--- src/rtl/tl_sensor_cond_if.sv ---
// Four-lane detector bundle between the loop-detector inputs and the light controller.
// master drives raw detectors and observes presence; slave is the conditioning block.
interface tl_sensor_cond_if;
  logic det_a;
  logic det_al;
  logic det_b;
  logic det_bl;
  logic Ta;
  logic Tal;
  logic Tb;
  logic Tbl;

  modport master (
    output det_a, det_al, det_b, det_bl,
    input  Ta, Tal, Tb, Tbl
  );

  modport slave (
    input  det_a, det_al, det_b, det_bl,
    output Ta, Tal, Tb, Tbl
  );
endinterface

--- src/rtl/tl_sensor_cond.sv ---
// Four independent detector lanes: sync, debounce, hold-over stretch, max-green gap insertion.
// Latency DEB+3 edges rising, DEB+3+HOLD falling; free-running, no backpressure.
module tl_sensor_lane #(
  parameter int DEB  = 4,
  parameter int HOLD = 8,
  parameter int MAXG = 64
) (
  input  logic clk,
  input  logic reset_n,
  input  logic det,
  output logic t
);
  localparam int DW = $clog2(DEB) + 1;
  localparam int HW = (HOLD > 0) ? $clog2(HOLD + 1) : 1;
  localparam int MW = $clog2(MAXG);

  logic          s1;
  logic          s;
  logic          f;
  logic [DW-1:0] dcnt;
  logic [HW-1:0] hcnt;
  logic [MW-1:0] mcnt;
  logic          pres;

  // det is asynchronous to clk; s1 may go metastable, s is the first safe sample
  always_ff @(posedge clk or negedge reset_n) begin
    if (!reset_n) begin
      s1 <= 1'b0;
      s  <= 1'b0;
    end else begin
      s1 <= det;
      s  <= s1;
    end
  end

  always_ff @(posedge clk or negedge reset_n) begin
    if (!reset_n) begin
      f    <= 1'b0;
      dcnt <= '0;
    end else if (s == f) begin
      dcnt <= '0;
    end else if (dcnt == DW'(DEB - 1)) begin
      f    <= s;
      dcnt <= '0;
    end else begin
      dcnt <= dcnt + DW'(1);
    end
  end

  always_ff @(posedge clk or negedge reset_n) begin
    if (!reset_n) begin
      hcnt <= '0;
    end else if (f) begin
      hcnt <= HW'(HOLD);
    end else if (hcnt != '0) begin
      hcnt <= hcnt - HW'(1);
    end
  end

  assign pres = f | (hcnt != '0);

  // mcnt tracks how long t has been high; the gap cycle forces the controller to see a 0
  always_ff @(posedge clk or negedge reset_n) begin
    if (!reset_n) begin
      t    <= 1'b0;
      mcnt <= '0;
    end else if (pres && t && (mcnt == MW'(MAXG - 1))) begin
      t    <= 1'b0;
      mcnt <= '0;
    end else if (pres) begin
      t    <= 1'b1;
      mcnt <= t ? (mcnt + MW'(1)) : '0;
    end else begin
      t    <= 1'b0;
      mcnt <= '0;
    end
  end
endmodule

module tl_sensor_cond #(
  parameter int DEB  = 4,
  parameter int HOLD = 8,
  parameter int MAXG = 64
) (
  input  logic             clk,
  input  logic             reset_n,
  tl_sensor_cond_if.slave  bus
);
  logic [3:0] det;
  logic [3:0] t;

  assign det = {bus.det_bl, bus.det_b, bus.det_al, bus.det_a};

  for (genvar g = 0; g < 4; g++) begin : g_lane
    tl_sensor_lane #(
      .DEB  (DEB),
      .HOLD (HOLD),
      .MAXG (MAXG)
    ) u_lane (
      .clk     (clk),
      .reset_n (reset_n),
      .det     (det[g]),
      .t       (t[g])
    );
  end

  assign bus.Ta  = t[0];
  assign bus.Tal = t[1];
  assign bus.Tb  = t[2];
  assign bus.Tbl = t[3];
endmodule

--- src/flat_wrapper.sv ---
// flat-port wrapper written by rule: the top's interface ports become plain ports
module tl_sensor_cond_flat 
#(
  parameter int DEB  = 4,
  parameter int HOLD = 8,
  parameter int MAXG = 64
)
  (clk, reset_n, bus_det_a, bus_det_al, bus_det_b, bus_det_bl, bus_Ta, bus_Tal, bus_Tb, bus_Tbl);
  tl_sensor_cond_if bus_i ();
  input  logic clk;
  input  logic reset_n;
  input wire logic [$bits(bus_i.det_a)-1:0] bus_det_a;
  input wire logic [$bits(bus_i.det_al)-1:0] bus_det_al;
  input wire logic [$bits(bus_i.det_b)-1:0] bus_det_b;
  input wire logic [$bits(bus_i.det_bl)-1:0] bus_det_bl;
  output wire logic [$bits(bus_i.Ta)-1:0] bus_Ta;
  output wire logic [$bits(bus_i.Tal)-1:0] bus_Tal;
  output wire logic [$bits(bus_i.Tb)-1:0] bus_Tb;
  output wire logic [$bits(bus_i.Tbl)-1:0] bus_Tbl;
  assign bus_i.det_a = bus_det_a;
  assign bus_i.det_al = bus_det_al;
  assign bus_i.det_b = bus_det_b;
  assign bus_i.det_bl = bus_det_bl;
  assign bus_Ta = bus_i.Ta;
  assign bus_Tal = bus_i.Tal;
  assign bus_Tb = bus_i.Tb;
  assign bus_Tbl = bus_i.Tbl;
  tl_sensor_cond #(.DEB(DEB), .HOLD(HOLD), .MAXG(MAXG)) u_core (.clk(clk), .reset_n(reset_n), .bus(bus_i));
endmodule
--- config.mk ---
export PLATFORM = sky130hd
export DESIGN_NAME = tl_sensor_cond_flat
export DESIGN_NICKNAME = d
export VERILOG_FILES = /design/src/rtl/tl_sensor_cond_if.sv /design/src/rtl/tl_sensor_cond.sv /design/src/flat_wrapper.sv
export SDC_FILE = /design/constraint.sdc
export NUM_CORES = 1
export LEC_CHECK = 0
export ABC_CLOCK_PERIOD_IN_PS = 1900
export BUFFER_PORTS_ARGS = -buffer_cell sky130_fd_sc_hd__buf_2
export CAP_MARGIN = 0
export CORE_MARGIN = 2
export CORE_UTILIZATION = 40
export DETAILED_ROUTE_END_ITERATION = 7
export PLACE_DENSITY = 0.53
export SKIP_CTS_REPAIR_TIMING = 1
export SYNTH_ARGS = -nofsm -noshare
export SYNTH_HDL_FRONTEND = slang
export SYNTH_HIERARCHICAL = 1
export SYNTH_SLANG_ARGS = --single-unit
--- constraint.sdc ---
create_clock -name clk -period 1.9 [get_ports clk]
set_clock_uncertainty 0.2 [all_clocks]
set_input_delay 0.095 -clock clk [delete_from_list [all_inputs] [get_ports clk]]
set_output_delay 0.095 -clock clk [all_outputs]
set_load 0.02 [all_outputs]
==> flow_metrics.env, run 1 <==
export IMPL_portBuffers=9
export IMPL_r2r_end="u_core/g_lane[1].u_lane/mcnt[5]"
export IMPL_avgRoutedWirePerCell_um=10.7
export IMPL_dr_pass1_iters=4
export IMPL_grt_antenna_before_repair=0
export IMPL_met1_usage_pct=15.6
export IMPL_ant_nets=0
export IMPL_finalCriticalPeriod_ns=1.67
export IMPL_crit_start="u_core/g_lane[1].u_lane/hcnt[0]"
export IMPL_tns_ns=0
export IMPL_ir_drop_uv=607
export IMPL_start_util_pct=41.7
export IMPL_area_delta_synth_final_pct=14.9
export IMPL_drv_slew=0
export IMPL_row_count=30
export IMPL_slew_headroom_pct=76.0
export IMPL_crit_fanout=5
export IMPL_start_kind="flip-flop"
export IMPL_drt_iter0_markers=45
export IMPL_ctsHtreeMaxLevel=3
export IMPL_fp_dieArea_mm2=0.00785
export IMPL_leakage_nw=1.49
export IMPL_setup_violations=0
export IMPL_crit_end="u_core/g_lane[1].u_lane/mcnt[5]"
export IMPL_fin_ws_ns=0.228
export IMPL_clock_path_buffers=2
export IMPL_drt_wl_total_um=3950
export IMPL_ys_seq_area_share_pct=59.4
export IMPL_worst_pin_slew_ns=0.360
export IMPL_cts_buffers=9
export IMPL_fmax_mhz=598
export IMPL_reg2reg_from="u_core/g_lane[1].u_lane/hcnt[0]"
export IMPL_grt_max_degree=69
export IMPL_core_area_mm2=0.00687
export IMPL_num_antenna_cells=0
export IMPL_syn_nets=258
export IMPL_grt_pass1_vias=1604
export IMPL_pre_cts_ws_ns=0.221
export IMPL_gr_usage_met3_pct=3.64
export IMPL_netlist_instances=240
export IMPL_clock_latency_ns=0.33
export IMPL_power_density_mw_per_mm2=1560
export IMPL_crit_type="flip-flop to flip-flop"
export IMPL_fin_util_pct=47.9
export IMPL_drive_gt1_share_pct=15.9
export IMPL_cp_end_kind="flip-flop"
export IMPL_clock_sinks=68
export IMPL_required_ns=1.91
export IMPL_reg2reg_slack_ns=0.23
export IMPL_die_x_um=88.6
export IMPL_ioPinCount=10
export IMPL_final_hold_viol_count=0
export IMPL_place_congestion=0.751
export IMPL_cts_root_buffer="clkbuf_8"
export IMPL_syn_area_per_cell_um2=11.9
export IMPL_grt_busiest_layer="met2"
export IMPL_cts_clk_slew_worst_paths_ns=0.07
export IMPL_nets=285
export IMPL_synthDistinctLibCells=22
export IMPL_viasPerCell=4.68
export IMPL_hold_ws_ns=0.118
export IMPL_rsz0062_at_grt="no"
export IMPL_vias=1717
export IMPL_track_usage_pct=11.8
export IMPL_fin_crit_sh_pct=88.0
export IMPL_status="finished, final reports clean"
export IMPL_syn_area_mm2=0.00286
export IMPL_met2_usage_pct=16.2
export IMPL_ys_warn_count=6
export IMPL_maxCapViolations=0
export IMPL_dieHeight_um=88.6
export IMPL_post_dp_hpwl_um=2550
export IMPL_cts_tree="yes"
export IMPL_ff2ff_path_depth=5
export IMPL_drcViolationCount=0
export IMPL_hp_class="primary input to async pin"
export IMPL_synth_seq_cells=68
export IMPL_grt_pass1_wl_um=6950
export IMPL_cp_data_arrival_time_ns=1.69
export IMPL_grt_ovfl_total=0
state kept, by name, summed over array words and instances, names as in the netlist:
signal                     count
u_core/g_lane.u_lane/mcnt     24
u_core/g_lane.u_lane/hcnt     16
u_core/g_lane.u_lane/dcnt     12
u_core/g_lane.u_lane/f         4
u_core/g_lane.u_lane/s         4
u_core/g_lane.u_lane/s1        4
u_core/g_lane.u_lane/t         4
layout make-up:
class                   count  area (um2)
flip-flops and latches     68        1700
fillers                   611        3580
multi-input cells         160        1120
inverters                  12        45.0
repair buffers             16         123
clock inverters             2        35.0
clock buffers              13         149
well taps                  96         120
kinds of logic after synthesis:
group	after synthesis	share of synthesized area, %
adders and majority gates	12	5.24
AOI/OAI and AO/OA	24	6.47
DFF	68	59.4
and+or+nand+nor	96	18.0
muxes	8	3.15
xor gates and xnor gates	20	6.12
buffers and inverters	12	1.57
power breakdown:
part	internal [mW]	total [mW]	switching [mW]
combinational	0.830	1.61	0.781
sequential	1.96	2.39	0.426
clock	0.635	1.12	0.490
worst min-delay path by stage:
stage / from / to / slack, ns / cells after the start
3_5_place_dp: reset_n / u_core/g_lane[2].u_lane/mcnt[5] / -0.05 / 2
2_1_floorplan: reset_n / u_core/g_lane[0].u_lane/dcnt[0] / -0.40 / 0
5_1_grt: reset_n / u_core/g_lane[1].u_lane/mcnt[3] / 0.16 / 3
4_1_cts: reset_n / u_core/g_lane[0].u_lane/mcnt[4] / -0.43 / 2
3_3_place_gp: reset_n / u_core/g_lane[1].u_lane/mcnt[3] / -0.05 / 2
6_report: reset_n / u_core/g_lane[0].u_lane/mcnt[4] / 0.12 / 3
worst max-delay path: stages, from the launching register on:
cell and delay (ns):
dfrtp_1 0.40, inv_1 0.06, ha_1 0.21, or4b_4 0.49, o211ai_2 0.13, a21oi_1 0.07
cell usage in the layout, fill, tap and decap left out, drive strengths merged, types with 8 or more instances in the layout:
cell	instances
clkbuf	13
nand2	12
xor2	8
ha	12
buf	11
dfrtp	68
mux2	8
nor2	36
xnor2	12
or3	8
nor3	8
inv	12
nor3b	8
nand3	12
cell usage after synthesis:
library cell | count | area [um2]
ha_1 | 12 | 150
nor3b_1 | 8 | 60.1
dfrtp_1 | 68 | 1700
or3_1 | 8 | 50.1
inv_1 | 12 | 45.0
o211ai_2 | 4 | 50.1
a21oi_1 | 4 | 20.0
o21ai_0 | 4 | 20.0
or4b_4 | 4 | 55.1
nor2b_1 | 4 | 25.0
or3b_1 | 4 | 35.0
nor3_1 | 8 | 40.0
a211oi_1 | 4 | 30.0
xnor2_1 | 12 | 105
a211o_1 | 4 | 35.0
nand3_1 | 12 | 60.1
xor2_1 | 8 | 70.1
mux2_2 | 8 | 90.1
nor2_1 | 32 | 120
nand2_1 | 12 | 45.0
nor2_2 | 4 | 25.0
a21boi_0 | 4 | 30.0
per-stage QoR:
| stage | cells | cell area [um2] | total power [mW] |
|---|---|---|---|
| 5_1_grt | 367 | 3290 | 5.61 |
| 4_1_cts | 362 | 3240 | 5.21 |
| 3_5_place_dp | 347 | 3060 | 4.04 |
| 6_report | 367 | 3290 | 5.12 |
| 3_3_place_gp | 347 | 3060 | 4.02 |
| 2_1_floorplan | 240 | 2860 | 3.66 |
metal layers:
layer / vias up / wire length [um] / part of all wire (%)
met5: - / 0 / 0
met3: 12 / 111 / 2.8
met2: 17 / 1660 / 42
met1: 807 / 2040 / 52
li1: 881 / - / -
met4: 0 / 131 / 3.3
(Power assumes the default switching activity.)
==> run 2, diff against run 1 <==
--- a/config.mk
+++ b/config.mk
@@ -7,3 +7,3 @@
 export LEC_CHECK = 0
-export ABC_CLOCK_PERIOD_IN_PS = 1900
+export ABC_CLOCK_PERIOD_IN_PS = 1800
 export BUFFER_PORTS_ARGS = -buffer_cell sky130_fd_sc_hd__buf_2
==> constraint.sdc (replaced) <==
create_clock -name clk -period 1.8 [get_ports clk]
set_clock_uncertainty 0.2 [all_clocks]
set_input_delay 0.36 -clock clk [delete_from_list [all_inputs] [get_ports clk]]
set_output_delay 0.36 -clock clk [all_outputs]
set_load 0.02 [all_outputs]
==> flow_metrics.env, run 2 (synthesis results as in run 1) <==
export IMPL_status="finished, final reports clean"
export IMPL_area_delta_synth_final_pct=15.3
export IMPL_core_area_mm2=0.00687
export IMPL_maxCapViolations=0
export IMPL_clock_latency_ns=0.33
export IMPL_portBuffers=9
export IMPL_finalCriticalPeriod_ns=1.68
export IMPL_fmax_mhz=594
export IMPL_place_congestion=0.751
export IMPL_crit_type="flip-flop to flip-flop"
export IMPL_crit_fanout=5
export IMPL_dieHeight_um=88.6
export IMPL_cts_clk_slew_worst_paths_ns=0.06
export IMPL_die_x_um=88.6
export IMPL_final_cells=370
export IMPL_dr_pass1_iters=4
export IMPL_holdPathEnd="u_core/g_lane[0].u_lane/s"
export IMPL_ir_drop_uv=734
export IMPL_start_util_pct=41.7
export IMPL_min_path_cells=0
export IMPL_grt_pass1_wl_um=7060
export IMPL_start_kind="flip-flop"
export IMPL_tns_ns=0
export IMPL_fin_crit_sh_pct=93.6
export IMPL_clock_path_buffers=2
export IMPL_fin_area_mm2=0.00330
export IMPL_nets=287
export IMPL_worst_pin_slew_ns=0.366
export IMPL_placed_cell_area_mm2=0.00307
export IMPL_ant_nets=0
export IMPL_ioPinCount=10
export IMPL_cts_root_buffer="clkbuf_8"
export IMPL_final_common_cell="dfrtp_1"
export IMPL_cp_end_kind="flip-flop"
export IMPL_drcViolationCount=0
export IMPL_r2r_end="u_core/g_lane[2].u_lane/mcnt[1]"
export IMPL_dpl_cell_count=349
export IMPL_reg2reg_slack_ns=0.12
export IMPL_track_usage_pct=12.0
export IMPL_grt_antenna_before_repair=0
export IMPL_final_hold_viol_count=0
export IMPL_reg2reg_from="u_core/g_lane[2].u_lane/hcnt[0]"
export IMPL_drt_iter0_markers=59
export IMPL_grt_ovfl_total=0
export IMPL_vias=1728
export IMPL_largest_reg_flops=24
export IMPL_regArea_mm2=0.00170
export IMPL_cp_data_arrival_time_ns=1.69
export IMPL_ctsHtreeMaxLevel=3
export IMPL_fin_util_pct=48.1
export IMPL_avgRoutedWirePerCell_um=10.9
export IMPL_clock_sinks=68
export IMPL_rsz0062_at_grt="no"
export IMPL_hold_start="u_core/g_lane[0].u_lane/s1"
export IMPL_row_count=30
export IMPL_multiInputGateArea_mm2=0.00112
export IMPL_num_antenna_cells=0
export IMPL_cts_tree="yes"
export IMPL_hp_class="flip-flop to flip-flop"
export IMPL_ff2ff_path_depth=5
export IMPL_slew_headroom_pct=75.6
export IMPL_largestRegisters="u_core/g_lane.u_lane/mcnt x24, u_core/g_lane.u_lane/hcnt x16, u_core/g_lane.u_lane/dcnt x12"
export IMPL_nFillCells=641
export IMPL_required_ns=1.81
export IMPL_post_dp_hpwl_um=2670
export IMPL_drv_slew=0
export IMPL_leakage_nw=1.50
export IMPL_setup_violations=0
export IMPL_fp_dieArea_mm2=0.00785
export IMPL_grt_max_degree=69
export IMPL_power_density_mw_per_mm2=1630
export IMPL_final_cell_mix="dfrtp_1 (68), nor2_1 (32)"
export IMPL_top_register="u_core/g_lane.u_lane/mcnt"
export IMPL_grt_pass1_vias=1599
export IMPL_cts_buffers=9
export IMPL_viasPerCell=4.67
export IMPL_drt_wl_total_um=4030
export IMPL_drive_gt1_share_pct=16.8
-- run 2: how the worst max path moves through the flow --
stage,from,endpoint,slack [ns]
5_1_grt,u_core/g_lane[3].u_lane/hcnt[0],u_core/g_lane[3].u_lane/mcnt[0],0.002
2_1_floorplan,u_core/g_lane[0].u_lane/hcnt[0],u_core/g_lane[0].u_lane/mcnt[5],0.22
3_3_place_gp,u_core/g_lane[2].u_lane/hcnt[0],u_core/g_lane[2].u_lane/mcnt[5],0.13
4_1_cts,u_core/g_lane[3].u_lane/hcnt[0],u_core/g_lane[3].u_lane/mcnt[0],0.10
3_5_place_dp,u_core/g_lane[3].u_lane/hcnt[0],u_core/g_lane[3].u_lane/mcnt[0],0.10
6_report,u_core/g_lane[2].u_lane/hcnt[0],u_core/g_lane[2].u_lane/mcnt[1],0.12
-- run 2: final cells by class --
| class | instances | area share [%] |
|---|---|---|
| sequential | 68 | 51.5 |
| clock inverter | 1 | 0.152 |
| multi-input combinational | 160 | 33.8 |
| tap | 96 | 3.64 |
| timing repair buffer | 18 | 4.17 |
| clock buffer | 15 | 5.34 |
| inverter | 12 | 1.36 |
-- run 2: power by group --
group	total (mW)	internal, mW	switching [mW]
Sequential	2.49	2.07	0.419
Clock	1.13	0.613	0.515
Combinational	1.76	0.902	0.862
Total	5.38	3.59	1.80
-- run 2: worst max-delay path, cell delays in order, from the launching register on --
cell and delay [ns]:
dfrtp_1 0.41, inv_1 0.07, ha_1 0.22, or4b_4 0.49
o211ai_2 0.12, nor2_1 0.07
-- run 2: routing by layer --
| metal | GRT usage [%] | share of wire (%) | vias up |
|---|---|---|---|
| met5 | 0 | 0 | - |
| met4 | 6.61 | 2.2 | 0 |
| met3 | 5.32 | 3.8 | 7 |
| met2 | 17.5 | 45 | 22 |
| met1 | 14.9 | 49 | 819 |
| li1 | - | - | 880 |
-- run 2: metrics by stage --
step / hold WS [ns] / setup WS, ns / power (mW)
after floorplan: -0.136 / 0.219 / 3.86
after global placement: 0.133 / 0.130 / 4.28
after detailed placement: 0.137 / 0.105 / 4.32
after CTS: -0.161 / 0.104 / 5.48
after global routing: 0.153 / 0.00173 / 5.89
final: 0.148 / 0.116 / 5.38
==> run 3, diff against run 2 <==
ABC_AREA = 1   (was default)
==> flow_metrics.env, run 3 <==
export IMPL_grt_max_degree=69
export IMPL_synth_edf_count=0
export IMPL_slowest_stage="dfrtp_1"
export IMPL_synth_commonest_cells="dfrtp_1 (68), nand2_1 (56), inv_1 (44), nor2_1 (44), nand3_1 (20)"
export IMPL_ys_warn_count=6
export IMPL_dieHeight_um=93.1
export IMPL_multiInputGateArea_mm2=0.00130
export IMPL_ys_seq_area_share_pct=53.5
export IMPL_worst_path_buf_inv=1
export IMPL_area_delta_synth_final_pct=14.0
export IMPL_fin_crit_sh_pct=85.6
export IMPL_reg2reg_slack_ns=0.43
export IMPL_start_util_pct=41.1
export IMPL_crit_type="flip-flop to output pin"
export IMPL_drv_slew=0
export IMPL_core_area_mm2=0.00773
export IMPL_largest_reg_flops=24
export IMPL_setup_violations=0
export IMPL_top_register="u_core/g_lane.u_lane/mcnt"
export IMPL_nFillCells=729
export IMPL_final_hold_viol_count=0
export IMPL_drcViolationCount=0
export IMPL_syn_nets=342
export IMPL_start_kind="flip-flop"
export IMPL_hold_start="u_core/g_lane[0].u_lane/s1"
export IMPL_drt_wl_total_um=4580
export IMPL_drt_iter0_markers=62
export IMPL_place_congestion=0.749
export IMPL_worst_pin_slew_ns=0.378
export IMPL_avgRoutedWirePerCell_um=10.0
export IMPL_final_common_cell="dfrtp_1"
export IMPL_largestRegisters="u_core/g_lane.u_lane/mcnt x24, u_core/g_lane.u_lane/hcnt x16, u_core/g_lane.u_lane/dcnt x12"
export IMPL_crit_fanout=4
export IMPL_cp_end_kind="output pin"
export IMPL_synthDistinctLibCells=22
export IMPL_synth_seq_cells=68
export IMPL_vias=2053
export IMPL_final_cell_mix="dfrtp_1 (68), nand2_1 (56), inv_1 (44), nor2_1 (44), nand3_1 (20)"
export IMPL_cts_tree="yes"
export IMPL_hp_class="flip-flop to flip-flop"
export IMPL_die_x_um=93.1
export IMPL_cts_buffers=9
export IMPL_netlist_instances=324
export IMPL_synth_area_leader_cell="dfrtp_1"
export IMPL_netlist_top_cells_area="dfrtp_1 (54%), nand2_1 (6.6%), inv_1 (5.2%), nor2_1 (5.2%), ha_1 (4.7%)"
export IMPL_fmax_mhz=649
export IMPL_syn_area_per_cell_um2=9.81
export IMPL_portBuffers=9
export IMPL_slew_headroom_pct=74.8
export IMPL_cts_clk_slew_worst_paths_ns=0.07
export IMPL_crit_start="u_core/g_lane[1].u_lane/t"
export IMPL_holdPathEnd="u_core/g_lane[0].u_lane/s"
export IMPL_nets=368
export IMPL_row_count=32
export IMPL_clock_latency_ns=0.34
export IMPL_ioPinCount=10
export IMPL_ant_nets=0
export IMPL_ff2ff_path_depth=5
export IMPL_rsz0062_at_grt="no"
export IMPL_ctsHtreeMaxLevel=3
export IMPL_clock_path_buffers=2
export IMPL_fp_dieArea_mm2=0.00867
export IMPL_cp_slowest_stage_delay_ns=0.45
export IMPL_cts_root_buffer="clkbuf_8"
export IMPL_cp_data_arrival_time_ns=0.98
export IMPL_critical_path_top_delay_family="flip-flops"
export IMPL_dr_pass1_iters=4
export IMPL_regArea_mm2=0.00170
export IMPL_netlist_area_leader_share_pct=53.5
export IMPL_ir_drop_uv=647
export IMPL_post_dp_hpwl_um=3160
export IMPL_syn_area_mm2=0.00318
export IMPL_grt_pass1_wl_um=8690
export IMPL_maxCapViolations=0
export IMPL_crit_path_cell_trace="buf_2"
export IMPL_power_density_mw_per_mm2=1610
export IMPL_min_path_cells=0
export IMPL_num_antenna_cells=0
export IMPL_leakage_nw=1.80
export IMPL_grt_ovfl_total=0
export IMPL_viasPerCell=4.49
export IMPL_status="finished, final reports clean"
export IMPL_required_ns=1.24
export IMPL_track_usage_pct=12.7
export IMPL_synthArstFlopShare_pct=100
export IMPL_reg2reg_from="u_core/g_lane[0].u_lane/hcnt[0]"
export IMPL_tns_ns=0
export IMPL_r2r_end="u_core/g_lane[0].u_lane/mcnt[3]"
export IMPL_synth_most_common_cell="dfrtp_1"
export IMPL_drive_gt1_share_pct=18.3
export IMPL_clock_sinks=68
export IMPL_finalCriticalPeriod_ns=1.54
export IMPL_yosys_most_used_dff="dfrtp_1"
export IMPL_fin_util_pct=46.9
export IMPL_grt_antenna_before_repair=0
export IMPL_grt_pass1_vias=2039
[run 3: cells by family after synthesis]
group,after synthesis,share of synthesized area (%)
XOR/XNOR,16,4.41
flip-flops,68,53.5
adder cells (fa/ha/maj),12,4.72
AO/OA/AOI/OAI,20,4.25
AND/OR/NAND/NOR,160,27.4
buffers and inverters,48,5.67
[run 3: how the worst max path moves through the flow]
| stage | end | cells past startpoint |
|---|---|---|
| after floorplan | u_core/g_lane[0].u_lane/mcnt[4] | 5 |
| after global placement | u_core/g_lane[2].u_lane/mcnt[4] | 5 |
| after CTS | bus_Tal | 1 |
| after global routing | bus_Tal | 1 |
| after detailed placement | u_core/g_lane[2].u_lane/mcnt[4] | 5 |
| final | bus_Tal | 1 |
[run 3: area by class of cell]
class                   instances  share of cell area [%]
well taps                     102                    3.52
clock inverters                 4                    1.31
flip-flops and latches         68                    47.0
repair buffers                 15                    3.18
multi-input cells             208                    35.8
inverters                      48                    4.97
clock buffers                  12                    4.28
[run 3: layer usage]
layer  track usage (%)  vias up  share of wire (%)
met3              3.14        9                2.7
met2              18.5       18                 44
met4              6.99        0                2.3
met5                 0        -                  0
li1                  -     1080                  -
met1              17.2      946                 51
[run 3: report_power, final]
| part | leakage (nW) | internal, mW | switching, mW | total (mW) |
|---|---|---|---|---|
| Combinational | 0.866 | 0.881 | 1.14 | 2.02 |
| Clock | 0.102 | 0.711 | 0.554 | 1.27 |
| Sequential | 0.832 | 2.07 | 0.478 | 2.55 |
[run 3: through the flow]
step           total power, mW  instance area, um2  setup WS [ns]  hold slack, ns  std cells
6_report                  5.84                3620          0.259           0.150        457
5_1_grt                   6.40                3620          0.201           0.160        457
4_1_cts                   5.93                3570          0.220          -0.159        452
3_5_place_dp              4.63                3370          0.434           0.135        436
3_3_place_gp              4.59                3370          0.437           0.132        436
2_1_floorplan             4.21                3180          0.538          -0.136        324
